[src/rtl/led_mode_controller.sv]
// Button-driven OFF/BLINK/ON controller for a single LED.
// Shared state and timer definitions live in led_mode_pkg below.
package led_mode_pkg;

    typedef enum logic [1:0] {
        STATE_OFF   = 2'd0,
        STATE_BLINK = 2'd1,
        STATE_ON    = 2'd2
    } state_t;

    localparam int DEFAULT_CLOCK_FREQUENCY_HZ = 50_000_000;

    // Clock cycles between LED toggles for a given blink rate.
    function automatic int timer_frequency(
        input int clock_hz,
        input int rate_hz
    );
        return clock_hz / rate_hz;
    endfunction

    localparam int TIMER_FREQUENCY_1HZ  =
        timer_frequency(DEFAULT_CLOCK_FREQUENCY_HZ, 1);
    localparam int TIMER_FREQUENCY_2HZ  =
        timer_frequency(DEFAULT_CLOCK_FREQUENCY_HZ, 2);
    localparam int TIMER_FREQUENCY_5HZ  =
        timer_frequency(DEFAULT_CLOCK_FREQUENCY_HZ, 5);
    localparam int TIMER_FREQUENCY_10HZ =
        timer_frequency(DEFAULT_CLOCK_FREQUENCY_HZ, 10);

endpackage

module led_mode_controller
    import led_mode_pkg::*;
#(
    parameter int CLOCK_FREQUENCY_HZ = 50_000_000
) (
    input  logic       clock,
    input  logic       reset,
    input  logic       button_off,
    input  logic       button_on,
    input  logic       button_blink,
    input  logic [1:0] freq_sel,
    output logic       led,
    output logic [1:0] state
);

    localparam int CW = $clog2(CLOCK_FREQUENCY_HZ);

    localparam logic [CW-1:0] LIMIT_1HZ  =
        CW'(timer_frequency(CLOCK_FREQUENCY_HZ, 1) - 1);
    localparam logic [CW-1:0] LIMIT_2HZ  =
        CW'(timer_frequency(CLOCK_FREQUENCY_HZ, 2) - 1);
    localparam logic [CW-1:0] LIMIT_5HZ  =
        CW'(timer_frequency(CLOCK_FREQUENCY_HZ, 5) - 1);
    localparam logic [CW-1:0] LIMIT_10HZ =
        CW'(timer_frequency(CLOCK_FREQUENCY_HZ, 10) - 1);

    logic [2:0]    btn_raw;
    logic [2:0]    sync1;
    logic [2:0]    sync2;
    logic [2:0]    prev;
    logic [2:0]    press;

    state_t        state_q;
    state_t        state_next;
    logic [CW-1:0] cnt_q;
    logic [CW-1:0] cnt_next;
    logic          led_q;
    logic          led_next;
    logic [CW-1:0] limit;

    assign btn_raw = {button_blink, button_on, button_off};

    // Reset to all ones so a button held through reset is not a press.
    always_ff @(posedge clock) begin
        if (reset) begin
            sync1 <= '1;
            sync2 <= '1;
            prev  <= '1;
        end else begin
            sync1 <= btn_raw;
            sync2 <= sync1;
            prev  <= sync2;
        end
    end

    assign press = sync2 & ~prev;

    always_comb begin
        limit = LIMIT_1HZ;
        unique case (freq_sel)
            2'd0:    limit = LIMIT_1HZ;
            2'd1:    limit = LIMIT_2HZ;
            2'd2:    limit = LIMIT_5HZ;
            default: limit = LIMIT_10HZ;
        endcase
    end

    always_ff @(posedge clock) begin
        if (reset) begin
            state_q <= STATE_OFF;
            cnt_q   <= '0;
            led_q   <= 1'b0;
        end else begin
            state_q <= state_next;
            cnt_q   <= cnt_next;
            led_q   <= led_next;
        end
    end

    always_comb begin
        state_next = state_q;
        cnt_next   = '0;
        led_next   = 1'b0;

        priority case (1'b1)
            press[0]: state_next = STATE_OFF;
            press[1]: state_next = STATE_ON;
            press[2]: state_next = STATE_BLINK;
            default:  state_next = state_q;
        endcase

        unique case (state_next)
            STATE_OFF: led_next = 1'b0;
            STATE_ON:  led_next = 1'b1;
            STATE_BLINK: begin
                if (state_q != STATE_BLINK) begin
                    led_next = 1'b1;
                end else if (cnt_q >= limit) begin
                    led_next = ~led_q;
                end else begin
                    cnt_next = cnt_q + 1'b1;
                    led_next = led_q;
                end
            end
            default: led_next = 1'b0;
        endcase
    end

    assign led   = led_q;
    assign state = state_q;

endmodule

[config.mk]
export PLATFORM = sky130hd
export DESIGN_NAME = led_mode_controller
export DESIGN_NICKNAME = d
export VERILOG_FILES = /design/src/rtl/led_mode_controller.sv
export SDC_FILE = /design/constraint.sdc
export NUM_CORES = 1
export LEC_CHECK = 0
export BUFFER_PORTS_ARGS = -buffer_cell sky130_fd_sc_hd__buf_4
export CORE_ASPECT_RATIO = 0.9
export CORE_UTILIZATION = 53
export DETAILED_ROUTE_END_ITERATION = 12
export HOLD_SLACK_MARGIN = 0.06
export PLACE_DENSITY = 0.7
export SLEW_MARGIN = 40
export SYNTH_ARGS = -nofsm -noshare
export SYNTH_HDL_FRONTEND = slang
export SYNTH_SLANG_ARGS = --single-unit
export TNS_END_PERCENT = 20
[constraint.sdc]
create_clock -name clock -period 2.36 [get_ports clock]
set_clock_uncertainty 0.1 [all_clocks]
set_input_delay 0.236 -clock clock [delete_from_list [all_inputs] [get_ports clock]]
set_output_delay 0.236 -clock clock [all_outputs]
set_load 0.1 [all_outputs]
After elaboration in Yosys (flattened, before gate mapping) --
Index checks and enable logic that the tools add are counted.
Storage, ports and cells: register bits 38, latch bits 0, bits in writable memories 0, bits in read-only memories 0, input bits 7, output and inout bits 3, logic and storage cells 27, memories kept 0
Operators by class: add/sub/neg operators 1, $mul 0, divide/modulo/power cells 0, magnitude comparators 1, eq/ne operators 6, shift-type cells 0, multiplexer cells 7, bitwise logic cells 4, reduce and logical (&&, ||, !) cells 2
Operator list (count):
- $pmux W26 S3 | 1
- $add A26 B1 Y26 const B | 1
- $ge A26 B26 Y1 | 1
- $mux W2 | 3
- $eq A2 B1 Y1 const B | 2
- $eq A2 B2 Y1 const B | 2
- $reduce_or A4 Y1 | 1
- $and A3 B3 Y3 | 1
- $ne A3 B3 Y1 const B | 1
- $not A3 Y3 | 1
- $logic_not A2 Y1 | 1
- $mux W1 | 2
- $ne A2 B1 Y1 const B | 1
- $not A1 Y1 | 2
- $pmux W1 S2 | 1

Depth between registers and ports, before layout --
Gate-level depths: netlist of run 1.
depth in word-level cells 8, mapped depth 10, mapped depth without buffers 9

Least setup slack after synthesis of run 1 --
No wires, ideal clock.
kind reg2reg, from reg state_q[0] (netlist: state[0]), to reg cnt_q[9], library setup time 0.064 ns, data arrival time 2.589 ns, required time 2.196 ns, slack -0.393 ns, cell stages (with the launch flop) 10, path buffers 1, clock period less this slack 2.753 ns, cell sequence dfxtp_1 -> inv_1 -> a211o_1 -> inv_1 -> ha_1 -> nand4bb_1 -> a221oi_1 -> o2111ai_4 -> buf_6 -> nor2_1
Between the ends: cells in the longest elaborated chain, start to end 6, elaborated cells between the ends (all ways) 7, classes of those cells eq/ne (2); mux (3); bitwise (1); reduce/logical (1)
RTL lines:
- start, declared | line 64 | state_t state_q;
- start signal, assigned | line 105 | state_q <= state_next;
- $mux W2 (3 in a row) | line 116 | priority case (1'b1)
- via state_next[0] | line 65 | state_t state_next;
- $eq A2 B1 Y1 | line 123 | unique case (state_next)
- $not A1 Y1 (no source line)
- $reduce_or A4 Y1 (no source line)
- end signal, assigned | line 106 | cnt_q <= cnt_next;
- end, declared | line 66 | logic [CW-1:0] cnt_q;
The timed path passes the listed nets, and every way through them passes these cells. A chain may end at the register's enable or synchronous reset.

Worst setup path in the final report of run 1 --
from reg cnt_q[21], to reg led_q (netlist: led)
Between the ends: cells in the longest elaborated chain, start to end 2
RTL lines:
- $ge A26 B26 Y1 | line 129 | end else if (cnt_q >= limit) begin
- $ne A3 B3 Y1 (no source line)
- end signal, assigned | line 107 | led_q <= led_next;
- end, declared | line 68 | logic led_q;
No other way between the ends.

==> results.json, run 1 <==
{
  "wl_per_cell_um": 13.2,
  "grt_remaining_overflow": 0,
  "p_per_area_nw_per_um2": 584,
  "arrival_ns": 2.24,
  "power_mw": 1.39,
  "pre_cts_ws_ns": -0.0678,
  "cts_buffers": 5,
  "num_antenna_cells": 0,
  "synth.distinct_cells": 33,
  "startpoint": "cnt_q[21]",
  "drive_gt1_frac": 0.179,
  "cts_root_buf": "clkbuf_8",
  "syn_nets": 254,
  "worstMarginPinSlew_ns": 0.512,
  "rr_worst_depth": 5,
  "status": "finished clean",
  "grt_start_max_net_pins": 19,
  "r2r-start": "cnt_q[21]",
  "crit_path_cell_trace": "ha_1, nand4_1, or4_4, o211ai_1, mux2_2",
  "final_antenna_net_count": 0,
  "min_path_type": "input port to flop",
  "postCtsSetupBuffers": 0,
  "grt_pass1_vias": 1382,
  "cp-end-kind": "flop",
  "setup_viol": 0,
  "synth-seq-area-share": 0.376,
  "fmax_ghz": 0.463,
  "cp-start-kind": "flop",
  "fillerInstances": 311,
  "maxSlewHeadroom": 0.656,
  "fp.dieW_um": 67.1,
  "vdd_drop_max_v": 0.000399,
  "ys_warn_count": 0,
  "path_clk_slew_ns": 0.08,
  "maxCapViolations": 0,
  "core_um2": 3500,
  "layout_common_cells": "dfxtp_1 (36), nor2_1 (34), ha_1 (21)",
  "fin_cells": 295,
  "tritoncts": "yes",
  "fin_nets": 278,
  "ys_ff_latch": 38,
  "p_leak_nw": 0.933,
  "rsz0062_at_grt": "no",
  "fin_ws_ns": 0.202,
  "area_growth_pct": 17.6,
  "die-area_um2": 4070,
  "reg2reg_slack_ns": 0.20,
  "io_pins": 10,
  "worst-setup-path-type": "flop to flop",
  "start_util": 0.578,
  "r2r_end": "led",
  "final_common_cell": "dfxtp_1",
  "clk_latency_ns": 0.29,
  "dp_cells": 284,
  "grt_pass1_wl_um": 6460,
  "synth_area_um2": 2020,
  "slew_violations": 0,
  "via_per_inst": 5.33,
  "dr.first_iter.drc_count": 61,
  "period_share": 0.914,
  "final_area_um2": 2380,
  "crit_end": "led",
  "vias": 1573,
  "port_buffers": 9,
  "dp_hpwl_um": 2860,
  "place_area_um2": 2210,
  "antenna_found_initial": 0,
  "clock-sinks": 38,
  "drc": 0,
  "first_pass_iters": 4,
  "gp_congestion": 0.925,
  "num_rows": 20,
  "syn_avg_cell_area_um2": 8.96,
  "layout_min_cycle_time_ns": 2.16,
  "clockBufferDepth": 2,
  "multi_input_comb_area_um2": 1190,
  "wl_um": 3880,
  "finalHoldViolCount": 0,
  "netlist_instances": 226,
  "die_y_um": 60.6,
  "slowest_stage": "or4_4",
  "required_ns": 2.44,
  "grt_use_total": 0.218,
  "crit_fanout": 3,
  "critPathMaxStageDelay_ns": 0.56,
  "seqCellArea_um2": 766,
  "cts_max_level": 2
}
==> critical path: cells and delay by family (launching register included) <==
family          cells  cell delay, ns
fa+ha+maj           1            0.34
mux                 1            0.35
compound gates      1            0.20
flops               1            0.36
simple gates        2            0.70
==> synthesized netlist by cell type (all sizes together) <==
| cell type | n | area (um2) |
|---|---|---|
| nand3b | 1 | 7.51 |
| a221oi | 1 | 8.76 |
| nand3 | 13 | 65.1 |
| xnor2 | 11 | 96.3 |
| inv | 13 | 48.8 |
| and4 | 4 | 35.0 |
| a32oi | 1 | 8.76 |
| nor2b | 3 | 18.8 |
| a211o | 1 | 8.76 |
| and2 | 1 | 6.26 |
| nor2 | 34 | 128 |
| o2111ai | 1 | 26.3 |
| or2 | 10 | 62.6 |
| a21oi | 10 | 50.1 |
| a2111oi | 1 | 8.76 |
| nand2b | 1 | 6.26 |
| nand4 | 12 | 75.1 |
| and3 | 4 | 25.0 |
| nor3 | 4 | 20.0 |
| o21ai | 5 | 25.0 |
| nand2 | 11 | 41.3 |
| dfxtp | 38 | 761 |
| clkbuf | 3 | 11.3 |
| nand4bb | 1 | 11.3 |
| o211ai | 1 | 7.51 |
| nor4 | 3 | 40.0 |
| buf | 2 | 22.5 |
| xor2 | 13 | 114 |
| mux2 | 1 | 11.3 |
| ha | 21 | 263 |
| or4 | 1 | 11.3 |
==> area by class of cell <==
| cell class | count | area share |
|---|---|---|
| clock inverter | 3 | 0.0289 |
| timing repair buffer | 22 | 0.0778 |
| inverter | 13 | 0.0205 |
| tap | 44 | 0.0231 |
| sequential | 38 | 0.322 |
| clock buffer | 5 | 0.0289 |
| multi-input combinational | 170 | 0.499 |
==> worst min-delay path by stage <==
stage / end / slack [ns] / cells after the start / from
after floorplan: sync1[0] / 0.24 / 1 / button_off
after global placement: sync2[2] / 0.29 / 1 / sync1[2]
after detailed placement: sync2[2] / 0.29 / 1 / sync1[2]
after CTS: state[0] / 0.09 / 2 / reset
after global routing: state[0] / 0.09 / 2 / reset
final: state[0] / 0.09 / 2 / reset
==> metrics by stage <==
stage	hold slack, ns	setup TNS [ns]	util
6_report	0.0883	0	0.680
5_1_grt	0.0918	0	0.680
4_1_cts	0.0899	0	0.678
3_5_place_dp	0.294	-1.54	0.630
3_3_place_gp	0.292	-2.45	0.630
2_1_floorplan	0.240	0	-
==> where the power goes <==
| part | internal [mW] | switching, mW | total [mW] |
|---|---|---|---|
| registers | 0.647 | 0.00297 | 0.650 |
| clock network | 0.423 | 0.241 | 0.665 |
| logic | 0.0340 | 0.0414 | 0.0754 |
==> registers in the layout, summed over array words and instances (netlist names) <==
| register | flops |
|---|---|
| cnt_q | 26 |
| led | 1 |
| prev | 3 |
| state | 2 |
| sync1 | 3 |
| sync2 | 3 |
==> what timing repair did <==
| action | in CTS | in global routing |
|---|---|---|
| hold endpoints to repair | 3 | 0 |
| endpoints found under the setup margin | 0 | 16 |
| hold buffers | 3 | 0 |
| resized for setup | 0 | 2 |
==> per-layer routing <==
layer | vias to the layer above | share of wire | global-route usage
met3 | 7 | 0.037 | 0.0620
li1 | 836 | - | -
met4 | 0 | 0.016 | 0.0821
met5 | - | 0 | 0
met2 | 27 | 0.42 | 0.310
met1 | 703 | 0.53 | 0.312
==> kinds of logic (layout without fill, tap and decap cells) <==
family / after synthesis / after routing / synth area share
DFF: 38 / 38 / 0.376
AOI/OAI and AO/OA: 21 / 21 / 0.0711
xor gates and xnor gates: 24 / 24 / 0.104
muxes: 1 / 1 / 0.00556
adders and majority gates: 21 / 21 / 0.130
and+or+nand+nor: 103 / 103 / 0.273
buffers and inverters: 18 / 43 / 0.0408
No activity file was read; power rests on OpenSTA's default activity.
==> inputs of run 2 (changes only) <==
--- a/config.mk
+++ b/config.mk
@@ -10,7 +10,7 @@
 export CORE_UTILIZATION = 53
 export DETAILED_ROUTE_END_ITERATION = 12
 export HOLD_SLACK_MARGIN = 0.06
-export PLACE_DENSITY = 0.7
+export PLACE_DENSITY = 0.82
 export SLEW_MARGIN = 40
 export SYNTH_ARGS = -nofsm -noshare
 export SYNTH_HDL_FRONTEND = slang
==> results.json, run 2 (same netlist as run 1, synthesis figures left out) <==
{
  "status": "finished clean",
  "critPathMaxStageDelay_ns": 0.38,
  "drive_gt1_frac": 0.176,
  "num_antenna_cells": 0,
  "via_per_inst": 5.51,
  "fin_ws_ns": 0.193,
  "slowest_stage": "a2111oi_0",
  "min_from": "reset",
  "fp.dieW_um": 67.1,
  "io_pins": 10,
  "cts_buffers": 5,
  "cp-start-kind": "flop",
  "port_buffers": 9,
  "reg2reg_slack_ns": 0.19,
  "cp-end-kind": "flop",
  "gp_congestion": 0.940,
  "min_path_type": "input port to flop",
  "vdd_drop_max_v": 0.000479,
  "fin_nets": 277,
  "top_register": "cnt_q",
  "slew_violations": 0,
  "pre_cts_ws_ns": -0.0240,
  "grt_remaining_overflow": 0,
  "clock-sinks": 38,
  "tritoncts": "yes",
  "postCtsSetupBuffers": 0,
  "place_area_um2": 2200,
  "arrival_ns": 2.30,
  "fmax_ghz": 0.461,
  "core_um2": 3500,
  "finalHoldViolCount": 0,
  "final_antenna_net_count": 0,
  "crit_fanout": 26,
  "cts_root_buf": "clkbuf_8",
  "wl_per_cell_um": 14.0,
  "clk_latency_ns": 0.29,
  "p_per_area_nw_per_um2": 581,
  "die_y_um": 60.6,
  "hold_depth": 2,
  "wl_um": 4120,
  "path_clk_slew_ns": 0.08,
  "dr.first_iter.drc_count": 91,
  "area_growth_pct": 17.2,
  "grt_pass1_wl_um": 6710,
  "whs_endpoint": "state[1]",
  "die-area_um2": 4070,
  "p_leak_nw": 0.930,
  "crit_path_cell_trace": "ha_1, a2111oi_0, o21ai_0, a21oi_1, buf_4, o2111ai_4, buf_12, nor2_1",
  "worst-setup-path-type": "flop to flop",
  "r2r-start": "cnt_q[9]",
  "whs_ns": 0.0916,
  "critPathBufInv": 2,
  "start_util": 0.578,
  "power_mw": 1.38,
  "final_common_cell": "dfxtp_1",
  "grt_use_total": 0.224,
  "rr_worst_depth": 8,
  "first_pass_iters": 4,
  "dp_hpwl_um": 2860,
  "setup_viol": 0,
  "fin_tns_setup_ns": 0,
  "period_share": 0.918,
  "drc": 0,
  "clockBufferDepth": 2,
  "layout_min_cycle_time_ns": 2.17,
  "vias": 1620,
  "maxCapViolations": 0,
  "rsz0062_at_grt": "no",
  "cts_max_level": 2,
  "grt_pass1_vias": 1454,
  "worstMarginPinSlew_ns": 0.509,
  "num_rows": 20,
  "maxSlewHeadroom": 0.658,
  "final_area_um2": 2370,
  "antenna_found_initial": 0,
  "layout_common_cells": "dfxtp_1 (36), nor2_1 (34), ha_1 (21)",
  "r2r_end": "cnt_q[22]",
  "largest_reg_flops": 26,
  "grt_start_max_net_pins": 27,
  "required_ns": 2.49,
  "worst_path_dominant_cell_family": "compound AO/OA/AOI/OAI gates"
}
## run 2: cell types whose count changed in the layout (fill, tap and decap cells not counted)
cell       previous run  this run
clkbuf_8              5         6
buf_4                18        17
a2111oi_0             0         1
clkbuf_16             0         1
bufinv_16             2         1
clkinv_4              1         0
a2111oi_1             1         0
## run 2: through the flow
step | util | instances
3_3_place_gp | 0.628 | 283
2_1_floorplan | - | 226
3_5_place_dp | 0.628 | 283
6_report | 0.677 | 294
4_1_cts | 0.675 | 294
5_1_grt | 0.677 | 294
## run 2: layout make-up
class | instances | area (um2)
clock buffers | 7 | 108
multi-input cells | 170 | 1190
inverters | 13 | 48.8
clock inverters | 1 | 30.0
fillers | 296 | 1130
well taps | 44 | 55.1
repair buffers | 21 | 178
flip-flops and latches | 38 | 766
## run 2: worst max path at each step
stage | startpoint | end | slack (ns) | cells past startpoint
2_1_floorplan | state[0] | cnt_q[9] | 0.11 | 9
3_3_place_gp | freq_sel[0] | led | 0.03 | 9
3_5_place_dp | freq_sel[1] | cnt_q[7] | -0.02 | 12
4_1_cts | prev[2] | cnt_q[7] | 0.07 | 9
5_1_grt | cnt_q[9] | cnt_q[9] | 0.009 | 8
6_report | cnt_q[9] | cnt_q[22] | 0.19 | 8
## run 2: layer usage
metal / global-route usage / wire [um] / vias to the layer above
met2: 0.356 / 1860 / 35
met5: 0 / 0 / -
li1: - / - / 835
met1: 0.306 / 2060 / 742
met3: 0.0451 / 144 / 8
met4: 0.0729 / 57 / 0
## run 2: power by group
| part | leakage [nW] | internal [mW] | switching [mW] |
|---|---|---|---|
| clock | 0.0696 | 0.408 | 0.242 |
| sequential | 0.309 | 0.647 | 0.00296 |
| combinational | 0.552 | 0.0343 | 0.0421 |
## run 2: timing repair
item                                   4_1_cts  5_1_grt
resized for setup                            0        1
hold buffers                                 3        0
setup endpoints to repair                    0       27
endpoints found under the hold margin        3        0
==> inputs of run 3 (changes only) <==
--- a/config.mk
+++ b/config.mk
@@ -8,6 +8,7 @@
 export BUFFER_PORTS_ARGS = -buffer_cell sky130_fd_sc_hd__buf_4
 export CORE_ASPECT_RATIO = 0.9
 export CORE_UTILIZATION = 53
+export CTS_BUF_LIST = sky130_fd_sc_hd__clkbuf_8
 export DETAILED_ROUTE_END_ITERATION = 12
 export HOLD_SLACK_MARGIN = 0.06
 export PLACE_DENSITY = 0.82
==> results.json, run 3 (same netlist as run 1, synthesis figures left out) <==
{
  "status": "finished clean",
  "grt_start_max_net_pins": 27,
  "grt_pass1_wl_um": 6710,
  "grt_remaining_overflow": 0,
  "wl_um": 4130,
  "use_met2": 0.356,
  "maxSlewHeadroom": 0.656,
  "num_rows": 20,
  "area_growth_pct": 17.4,
  "r2r_end": "cnt_q[22]",
  "dr.first_iter.drc_count": 93,
  "layout_min_cycle_time_ns": 2.17,
  "clockBufferDepth": 2,
  "final_antenna_net_count": 0,
  "fin_nets": 277,
  "critPathMaxStageDelay_ns": 0.38,
  "pre_cts_ws_ns": -0.0240,
  "worstMarginPinSlew_ns": 0.512,
  "gp_congestion": 0.940,
  "setup_viol": 0,
  "met1_usage": 0.306,
  "whs_ns": 0.0902,
  "tritoncts": "yes",
  "clock-sinks": 38,
  "min_from": "reset",
  "arrival_ns": 2.30,
  "reg2reg_slack_ns": 0.19,
  "core_um2": 3500,
  "die-area_um2": 4070,
  "grt_busiest_layer": "met2",
  "p_per_area_nw_per_um2": 598,
  "p_leak_nw": 0.932,
  "final_common_cell": "dfxtp_1",
  "top_register": "cnt_q",
  "crit_end": "cnt_q[22]",
  "cts_root_buf": "clkbuf_8",
  "slew_violations": 0,
  "path_clk_slew_ns": 0.08,
  "first_pass_iters": 5,
  "die_y_um": 60.6,
  "drc": 0,
  "rsz0062_at_grt": "no",
  "num_antenna_cells": 0,
  "dp_hpwl_um": 2860,
  "crit_fanout": 26,
  "via_per_inst": 5.49,
  "largest_reg_flops": 26,
  "grt_use_total": 0.224,
  "vias": 1615,
  "fmax_ghz": 0.462,
  "required_ns": 2.49,
  "cp-start-kind": "flop",
  "period_share": 0.917,
  "finalHoldViolCount": 0,
  "path_depth": 8,
  "io_pins": 10,
  "grt_use_met3": 0.0451,
  "grt_pass1_vias": 1454,
  "startpoint": "cnt_q[9]",
  "maxCapViolations": 0,
  "fp.dieW_um": 67.1,
  "rr_worst_depth": 8,
  "slowest_stage": "a2111oi_0",
  "cts_buffers": 5,
  "vdd_drop_max_v": 0.000481,
  "wl_per_cell_um": 14.0,
  "min_path_type": "input port to flop",
  "cp-end-kind": "flop",
  "drive_gt1_frac": 0.176,
  "start_util": 0.578,
  "postCtsSetupBuffers": 0,
  "critPathBufInv": 2,
  "layout_common_cells": "dfxtp_1 (36), nor2_1 (34), ha_1 (21)",
  "fin_ws_ns": 0.195,
  "worst-setup-path-type": "flop to flop",
  "port_buffers": 9,
  "clk_latency_ns": 0.29,
  "worst_path_dominant_cell_family": "compound AO/OA/AOI/OAI gates",
  "cts_max_level": 2,
  "antenna_found_initial": 0,
  "crit_path_cell_trace": "ha_1, a2111oi_0, o21ai_0, a21oi_1, buf_4, o2111ai_4, buf_12, nor2_1",
  "r2r-start": "cnt_q[9]"
}
-- run 3: changes by cell type in the layout (fill, tap and decap cells not counted), sizes merged --
cell    change
bufinv      +1
clkbuf      -1
-- run 3: what timing repair did --
item | in CTS | in global routing
gates resized for setup | 0 | 1
endpoints found under the hold margin | 3 | 0
hold buffers | 3 | 0
setup endpoints to repair | 0 | 27
-- run 3: cell type report --
cell class | instances | area [um2]
Multi-Input combinational cell | 170 | 1190
Tap cell | 44 | 55.1
Timing Repair Buffer | 21 | 178
Clock inverter | 2 | 60.1
Sequential cell | 38 | 766
Clock buffer | 6 | 82.6
Fill cell | 295 | 1130
Inverter | 13 | 48.8
-- run 3: worst min-delay path by stage --
| stage | endpoint | slack [ns] | cells after the start |
|---|---|---|---|
| after floorplan | sync1[0] | 0.24 | 1 |
| after global placement | sync2[1] | 0.29 | 1 |
| after detailed placement | sync2[2] | 0.30 | 1 |
| after CTS | state[1] | 0.09 | 2 |
| after global routing | state[1] | 0.10 | 2 |
| final | state[1] | 0.09 | 2 |
-- run 3: metrics by stage --
step / setup TNS, ns / total power [mW] / utilization / std cells / instance area [um2]
2_1_floorplan: 0 / 0.710 / - / 226 / 2030
3_3_place_gp: 0 / 0.735 / 0.628 / 283 / 2200
3_5_place_dp: -0.0906 / 0.736 / 0.628 / 283 / 2200
4_1_cts: 0 / 1.42 / 0.677 / 294 / 2370
5_1_grt: 0 / 1.46 / 0.679 / 294 / 2380
6_report: 0 / 1.42 / 0.679 / 294 / 2380
-- run 3: worst reg2reg max path, cell delays in order, from the launching register on --
cell and delay (ns):
dfxtp_1 0.33, ha_1 0.31, a2111oi_0 0.38, o21ai_0 0.19, a21oi_1 0.20, buf_4 0.15
o2111ai_4 0.14, buf_12 0.20, nor2_1 0.12
-- run 3: where the power goes --
part           internal (mW)  switching, mW
sequential             0.647        0.00296
clock                  0.451          0.244
combinational         0.0343         0.0421
total                   1.13          0.289
-- run 3: metal layers --
layer  vias to the layer above  part of all wire
li1                        836                 -
met5                         -                 0
met2                        32              0.45
met3                         8             0.032
met4                         0             0.014
met1                       739              0.51
